`config.mk`:
```
export PLATFORM = sky130hd
export DESIGN_NAME = vga_line_prefetch_flat
export DESIGN_NICKNAME = d
export VERILOG_FILES = /design/src/rtl/vga_line_prefetch_if.sv /design/src/rtl/vga_line_prefetch.sv /design/src/flat_wrapper.sv
export SDC_FILE = /design/constraint.sdc
export NUM_CORES = 2
export LEC_CHECK = 0
export CORE_MARGIN = 2
export CORE_UTILIZATION = 45
export CTS_CLUSTER_DIAMETER = 150
export DETAILED_ROUTE_END_ITERATION = 8
export GPL_TIMING_DRIVEN = 1
export PLACE_DENSITY = 0.67
export RECOVER_POWER = 50
export SYNTH_ARGS = -nofsm -noshare
export SYNTH_HDL_FRONTEND = slang
export SYNTH_SLANG_ARGS = --single-unit
```
`constraint.sdc`:
```
create_clock -name clk -period 9.3 [get_ports clk]
set_input_delay 1.86 -clock clk [delete_from_list [all_inputs] [get_ports clk]]
set_output_delay 1.86 -clock clk [all_outputs]
set_load 0.03 [all_outputs]
```
`src/rtl/vga_line_prefetch_if.sv`:
```
// rtl/vga_line_prefetch_if.sv - memory-controller read/command port between prefetcher and memory
interface vga_line_prefetch_if;
  logic        mem_cmd_en;
  logic [2:0]  mem_cmd_instr;
  logic [5:0]  mem_cmd_bl;
  logic [29:0] mem_cmd_byte_addr;
  logic        mem_cmd_full;
  logic        mem_rd_en;
  logic [31:0] mem_rd_data;
  logic        mem_rd_empty;
  logic        mem_rd_overflow;
  logic        mem_rd_error;

  // prefetcher side: issues commands and pops read words
  modport master (
    output mem_cmd_en, mem_cmd_instr, mem_cmd_bl, mem_cmd_byte_addr, mem_rd_en,
    input  mem_cmd_full, mem_rd_data, mem_rd_empty, mem_rd_overflow, mem_rd_error
  );

  // memory-controller side
  modport slave (
    input  mem_cmd_en, mem_cmd_instr, mem_cmd_bl, mem_cmd_byte_addr, mem_rd_en,
    output mem_cmd_full, mem_rd_data, mem_rd_empty, mem_rd_overflow, mem_rd_error
  );
endinterface

```
`src/rtl/vga_line_prefetch.sv`:
```
// rtl/vga_line_prefetch.sv - circular burst prefetch ring feeding VGA scan-out one pixel per cycle
module vga_line_prefetch #(
  parameter int          SCREEN_W    = 256,
  parameter int          SCREEN_H    = 192,
  parameter int          BUF_DEPTH   = 256,
  parameter int          BURST_WORDS = 32,
  parameter logic [13:0] ADDR_PREFIX = 14'h0000
) (
  input  logic                        clk,
  input  logic                        rst_n,
  input  logic                        calib_done,
  input  logic [7:0]                  x_coord,
  input  logic                        invalidate,
  input  logic                        resync,
  input  logic                        err_clear,
  output logic [7:0]                  rgb,
  output logic                        empty,
  output logic [$clog2(BUF_DEPTH):0]  level,
  output logic                        underrun,
  output logic                        mem_err,
  vga_line_prefetch_if.master         mem
);

  localparam int FRAME       = SCREEN_W * SCREEN_H;
  localparam int BURST_BYTES = 4 * BURST_WORDS;
  localparam int IDXW        = $clog2(BUF_DEPTH);
  localparam int LW          = IDXW + 1;
  localparam int WORDS       = BUF_DEPTH / 4;

  typedef enum logic [1:0] {IDLE, CMD, READ, DRAIN} state_t;

  state_t            state;
  logic [15:0]       head;
  logic [15:0]       fetch_ptr;
  logic [LW-1:0]     valid_len;
  logic [IDXW-1:0]   wr_idx;
  logic [6:0]        words_left;

  // Ring stored as 32-bit words: every write is a whole word-aligned popped word.
  logic [31:0]       ram [WORDS];

  logic              pop;
  logic              write_word;
  logic              inv_ok;
  logic              inv_empty;
  logic              err_seen;
  logic              room;
  logic              cmd_go;
  logic [IDXW-1:0]   rd_idx;
  logic [15:0]       head_next;
  logic [15:0]       fetch_next;

  assign rd_idx     = IDXW'(x_coord);
  assign empty      = (valid_len == '0);
  assign level      = valid_len;

  assign mem.mem_cmd_instr = 3'b001;
  assign mem.mem_cmd_bl    = 6'(BURST_WORDS - 1);
  // Pop straight off the FIFO flag so a full burst streams at one word per cycle.
  assign mem.mem_rd_en     = calib_done && (state == READ || state == DRAIN) && !mem.mem_rd_empty;

  assign pop        = mem.mem_rd_en;
  // A word popped in the resync cycle belongs to the abandoned stream and is dropped.
  assign write_word = pop && (state == READ) && !resync;
  assign inv_ok     = invalidate && !empty && !resync;
  assign inv_empty  = invalidate && empty && !resync;
  assign err_seen   = mem.mem_rd_error || mem.mem_rd_overflow;
  assign room       = (valid_len <= LW'(BUF_DEPTH - BURST_BYTES));
  assign cmd_go     = (state == CMD) && !mem.mem_cmd_full && !resync;
  assign head_next  = (head == 16'(FRAME - 1)) ? 16'd0 : head + 16'd1;
  assign fetch_next = (fetch_ptr == 16'(FRAME - BURST_BYTES)) ? 16'd0 : fetch_ptr + 16'(BURST_BYTES);

  // Ring write port: popped word lands at the current write index.
  always_ff @(posedge clk) begin
    if (write_word) ram[wr_idx[IDXW-1:2]] <= mem.mem_rd_data;
  end

  // Pixel read: registered byte select, keeps running while memory is uncalibrated.
  always_ff @(posedge clk or negedge rst_n) begin
    if (!rst_n) rgb <= 8'd0;
    else        rgb <= ram[rd_idx[IDXW-1:2]][{rd_idx[1:0], 3'b000} +: 8];
  end

  // Fetch FSM with ring bookkeeping, sticky flags and registered command outputs.
  always_ff @(posedge clk or negedge rst_n) begin
    if (!rst_n) begin
      state                 <= IDLE;
      head                  <= '0;
      fetch_ptr             <= '0;
      valid_len             <= '0;
      wr_idx                <= '0;
      words_left            <= '0;
      underrun              <= 1'b0;
      mem_err               <= 1'b0;
      mem.mem_cmd_en        <= 1'b0;
      mem.mem_cmd_byte_addr <= '0;
    end else begin
      mem.mem_cmd_en <= 1'b0;
      if (calib_done) begin
        if (resync)                    valid_len <= '0;
        else if (write_word && inv_ok) valid_len <= valid_len + LW'(3);
        else if (write_word)           valid_len <= valid_len + LW'(4);
        else if (inv_ok)               valid_len <= valid_len - LW'(1);

        if (resync)      head <= '0;
        else if (inv_ok) head <= head_next;

        if (resync)          wr_idx <= '0;
        else if (write_word) wr_idx <= wr_idx + IDXW'(4);

        if (resync)      fetch_ptr <= '0;
        else if (cmd_go) fetch_ptr <= fetch_next;

        if (inv_empty)      underrun <= 1'b1;
        else if (err_clear) underrun <= 1'b0;

        if (err_seen)       mem_err <= 1'b1;
        else if (err_clear) mem_err <= 1'b0;

        case (state)
          IDLE: begin
            if (room) state <= CMD;
          end
          CMD: begin
            if (resync) begin
              state <= IDLE;
            end else if (cmd_go) begin
              mem.mem_cmd_en        <= 1'b1;
              mem.mem_cmd_byte_addr <= {ADDR_PREFIX, fetch_ptr};
              words_left            <= 7'(BURST_WORDS);
              state                 <= READ;
            end
          end
          READ, DRAIN: begin
            if (pop) words_left <= words_left - 7'd1;
            if (pop && words_left == 7'd1) state <= IDLE;
            else if (resync)               state <= DRAIN;
          end
          default: state <= IDLE;
        endcase
      end
    end
  end

endmodule

```
`src/flat_wrapper.sv`:
```
// flat-port wrapper written by rule: the top's interface ports become plain ports
module vga_line_prefetch_flat 
#(
  parameter int          SCREEN_W    = 256,
  parameter int          SCREEN_H    = 192,
  parameter int          BUF_DEPTH   = 256,
  parameter int          BURST_WORDS = 32,
  parameter logic [13:0] ADDR_PREFIX = 14'h0000
)
  (clk, rst_n, calib_done, x_coord, invalidate, resync, err_clear, rgb, empty, level, underrun, mem_err, mem_mem_cmd_en, mem_mem_cmd_instr, mem_mem_cmd_bl, mem_mem_cmd_byte_addr, mem_mem_rd_en, mem_mem_cmd_full, mem_mem_rd_data, mem_mem_rd_empty, mem_mem_rd_overflow, mem_mem_rd_error);
  vga_line_prefetch_if mem_i ();
  input  logic clk;
  input  logic rst_n;
  input  logic calib_done;
  input  logic [7:0] x_coord;
  input  logic invalidate;
  input  logic resync;
  input  logic err_clear;
  output logic [7:0] rgb;
  output logic empty;
  output logic [$clog2(BUF_DEPTH):0] level;
  output logic underrun;
  output logic mem_err;
  output wire logic [$bits(mem_i.mem_cmd_en)-1:0] mem_mem_cmd_en;
  output wire logic [$bits(mem_i.mem_cmd_instr)-1:0] mem_mem_cmd_instr;
  output wire logic [$bits(mem_i.mem_cmd_bl)-1:0] mem_mem_cmd_bl;
  output wire logic [$bits(mem_i.mem_cmd_byte_addr)-1:0] mem_mem_cmd_byte_addr;
  output wire logic [$bits(mem_i.mem_rd_en)-1:0] mem_mem_rd_en;
  input wire logic [$bits(mem_i.mem_cmd_full)-1:0] mem_mem_cmd_full;
  input wire logic [$bits(mem_i.mem_rd_data)-1:0] mem_mem_rd_data;
  input wire logic [$bits(mem_i.mem_rd_empty)-1:0] mem_mem_rd_empty;
  input wire logic [$bits(mem_i.mem_rd_overflow)-1:0] mem_mem_rd_overflow;
  input wire logic [$bits(mem_i.mem_rd_error)-1:0] mem_mem_rd_error;
  assign mem_mem_cmd_en = mem_i.mem_cmd_en;
  assign mem_mem_cmd_instr = mem_i.mem_cmd_instr;
  assign mem_mem_cmd_bl = mem_i.mem_cmd_bl;
  assign mem_mem_cmd_byte_addr = mem_i.mem_cmd_byte_addr;
  assign mem_mem_rd_en = mem_i.mem_rd_en;
  assign mem_i.mem_cmd_full = mem_mem_cmd_full;
  assign mem_i.mem_rd_data = mem_mem_rd_data;
  assign mem_i.mem_rd_empty = mem_mem_rd_empty;
  assign mem_i.mem_rd_overflow = mem_mem_rd_overflow;
  assign mem_i.mem_rd_error = mem_mem_rd_error;
  vga_line_prefetch #(.SCREEN_W(SCREEN_W), .SCREEN_H(SCREEN_H), .BUF_DEPTH(BUF_DEPTH), .BURST_WORDS(BURST_WORDS), .ADDR_PREFIX(ADDR_PREFIX)) u_core (.clk(clk), .rst_n(rst_n), .calib_done(calib_done), .x_coord(x_coord), .invalidate(invalidate), .resync(resync), .err_clear(err_clear), .rgb(rgb), .empty(empty), .level(level), .underrun(underrun), .mem_err(mem_err), .mem(mem_i));
endmodule
```
==> results.yml <==
setup_path:
  endpoint: "u_core.ram[36][17]$_DFFE_PP_"
  crit_path_end_kind: "flip-flop"
  regToRegEndpoint: "u_core.ram[36][17]$_DFFE_PP_"
  rrSetupSlack_ns: 4.62
  cp_slowest_cell: "nand3b_1"
  worstPathArrival_ns: 6.72
  cp-start-kind: "input pin"
  worstPathCellList: "dlygate4sd3_1 > nand4bb_1 > or2_2 > nor2_1 > nand3b_1 > nor2_4 > buf_4"
  crit_type: "in -> reg"
  slowest_delay_ns: 1.00
  cp_max_fo: 19
  worstReg2RegStart: "u_core.state[0]$_DFFE_PN0P_"
  required_ns: 9.79
  startpoint: "calib_done"
  rr_worst_depth: 6
clock_network:
  worstSkewPairLatency_ns: 0.84
  post_cts_buffers: 0
  ctsHtreeMaxLevel: 4
  cts_inserted_buffers: 200
  path_clk_slew_ns: 0.07
  holdBufCountCts: 0
  cts-root-buf: "clkbuf_16"
  clk_path_buf_depth: 3
  cts_tree: "built"
  cts_repair_resize_count: 0
  clock-sinks: 2101
die:
  fp-row-count: 155
  core-area_um2: 178800
  start_util_pct: 45.43
  dieArea_um2: 183900
  io_pins: 111
  die_x_um: 428.9
  die_height_um: 428.9
synthesis:
  yosys_warnings: 0
  yosys-top-cells-area: "edfxtp_1 76%, mux4_2 12%, mux2i_1 2.0%, dfrtp_1 1.6%, a22oi_1 1.4%"
  synth_compound_area_share_pct: 4.367
  synth_async_sr_flop_share_pct: 2.523
  synth_xor_area_share_pct: 0.1078
  synth_ff_type: "edfxtp_1"
  synth.distinct_cells: 77
  synth_seq_cells: 2101
  synth_area_um2: 81230
  syn_area_per_cell_um2: 21.13
  synth_edf_count: 2048
  syn_inst: 3844
  yosysTopAreaCellShare_pct: 75.71
  yosysTopAreaCell: "edfxtp_1"
  synth_adder_area_share_pct: 0.1078
  synth_top_family_by_area: "multiplexers"
  synthMuxAreaShare_pct: 13.87
  yosys.area_share.simple_pct: 2.175
  yosysSeqAreaShare_pct: 77.34
routing:
  drt-pass1-iter-count: 6
  drtAntennaViolNets: 0
  viasPerCell: 6.198
  wire_per_inst_um: 31.74
  wirelength_um: 207500
  vias: 40520
  drc: 0
  first_iter_violations: 5628
cells_and_area:
  nets: 4067
  num_antenna_cells: 0
  drive_above_1_share_pct: 22.02
  area_delta_synth_final_pct: 12.49
placed_design:
  hpwl_um: 122500
  port_buffers: 80
  gp_congestion: 0.8885
global_routing:
  grt_max_degree: 115
  grt_pass1_wl_um: 294200
  track_usage_pct: 22.36
  use_met1_pct: 31.03
  use_met3_pct: 5.053
  grt_pass1_vias: 39760
  antenna_found_initial: 13
  overflow: 0
  gr-usage-met2_pct: 35.16
  grt.busiest_layer: "met2"
pwr:
  p_leak_uw: 0.02851
  powerDensity_nw_per_um2: 220.7
  worst_ir_drop_vdd_mv: 0.1874
sta:
  whs_ns: 0.4769
  finalMaxSlewViolations: 2125
  hold_viol: 0
  fin_crit_sh_pct: 66.98
  worst_slew_pin_slew_ns: 3.927
  fin_skew_ns: 0.04603
  fmax_mhz: 160.5
  slew_headroom_pct: -161.8
  rsz0062_at_grt: "false"
  tns_ns: 0
  fin_crit_ns: 6.229
  setup_viol: 0
run_status:
  status: "finished with violations"
  violations: "max-capacitance violations, max-slew violations"
worst_hold_path:
  min-delay-path-class: "reg -> reg"
job:
  cap_violations: 33
[report_power, final]
| group | internal (uW) | switching, uW | leakage [uW] |
|---|---|---|---|
| Sequential | 10500 | 84.4 | 0.0191 |
| Combinational | 414 | 822 | 0.00613 |
| Clock | 4800 | 3580 | 0.00329 |
| Total | 15700 | 4490 | 0.0285 |
[cells in the mapped netlist (all sizes together), types with 10 or more instances]
cell type  number
edfxtp       2048
mux4          425
buf           167
mux2i         159
a22oi         151
nor2          114
a21oi         107
nand2          91
clkbuf         79
dfrtp          53
o221ai         43
o22ai          38
o21ai          35
nor3           28
nand3          24
a221oi         23
a211oi         18
a22o           18
nor4           18
inv            14
nand2b         14
nor2b          12
a31oi          10
or2            10
[sequential cells by signal, summed over array words and instances, names as in the netlist, 2 cells and up]
| signal | cells |
|---|---|
| u_core.wr_idx | 6 |
| u_core.mem.mem_cmd_byte_addr | 9 |
| u_core.ram | 2048 |
| u_core.words_left | 7 |
| u_core.fetch_ptr | 9 |
| u_core.rgb | 8 |
| u_core.state | 2 |
| u_core.level | 9 |
[routing by layer]
metal  up-vias  part of all wire [%]  wire, um
met5         -                 0.013        27
met4         6                   3.6      7396
met3       358                    10     21750
met2      2269                    47     98210
met1     21400                    39     80120
li1      16480                     -         -
[worst min path at each step]
stage | start | to | slack [ns] | depth (start not counted)
final | u_core.mem_err$_DFFE_PN0P_ | u_core.mem_err$_DFFE_PN0P_ | 0.48 | 2
after global routing | u_core.mem_err$_DFFE_PN0P_ | u_core.mem_err$_DFFE_PN0P_ | 0.50 | 2
after CTS | u_core.mem_err$_DFFE_PN0P_ | u_core.mem_err$_DFFE_PN0P_ | 0.48 | 2
after detailed placement | u_core.mem.mem_cmd_byte_addr[9]$_DFFE_PN0P_ | u_core.mem.mem_cmd_byte_addr[9]$_DFFE_PN0P_ | 0.46 | 2
after global placement | u_core.mem_err$_DFFE_PN0P_ | u_core.mem_err$_DFFE_PN0P_ | 0.47 | 2
after floorplan | u_core.fetch_ptr[14]$_DFFE_PN0P_ | u_core.fetch_ptr[14]$_DFFE_PN0P_ | 0.47 | 1
[placed cells by master, fill, tap and decap left out, types with 24 or more instances in the layout]
master / n
o22ai_1: 38
nor2_4: 66
dfrtp_1: 53
nand3_1: 24
mux2i_1: 159
clkinv_2: 36
o21ai_0: 34
clkinv_1: 42
nor2_1: 48
mux4_2: 425
buf_4: 63
clkbuf_1: 80
clkbuf_16: 202
clkdlybuf4s50_1: 40
buf_2: 32
nand2_1: 90
o221ai_1: 43
bufinv_16: 28
conb_1: 30
nor3_1: 28
a22oi_1: 151
edfxtp_1: 2048
a21oi_1: 107
[cell type report]
cell class / instances / area, um2
clock inverters: 128 / 1555
clock buffers: 246 / 5220
flip-flops and latches: 2101 / 62830
well taps: 2355 / 2947
fillers: 13920 / 87430
repair buffers: 182 / 1359
multi-input cells: 1507 / 17400
inverters: 18 / 67.56
[worst max-delay path: cells and delay by family]
kind | cells | cell delay, ns
simple gates | 5 | 3.45
buf+inv | 2 | 1.36
[through the flow]
stage	util, %	worst slack [ns]	power [uW]	instances	instance area, um2
after floorplan	-	4.279	11420	3872	81330
after global placement	47.39	2.585	11940	6163	84740
after detailed placement	47.39	2.469	11960	6163	84740
after CTS	51.18	3.341	20240	6537	91510
after global routing	51.10	3.032	20690	6537	91380
final	51.10	3.071	20160	6537	91380
[cells by family (layout without fill, tap and decap cells)]
| group | count (synthesis) | after routing |
|---|---|---|
| and+or+nand+nor | 364 | 364 |
| adders and majority gates | 7 | 7 |
| buffers and inverters | 264 | 574 |
| DFF | 2101 | 2101 |
| muxes | 593 | 593 |
| other | 2 | 30 |
| xor gates and xnor gates | 10 | 10 |
| AOI/OAI and AO/OA | 503 | 503 |
No activity file was read; power rests on OpenSTA's default activity.
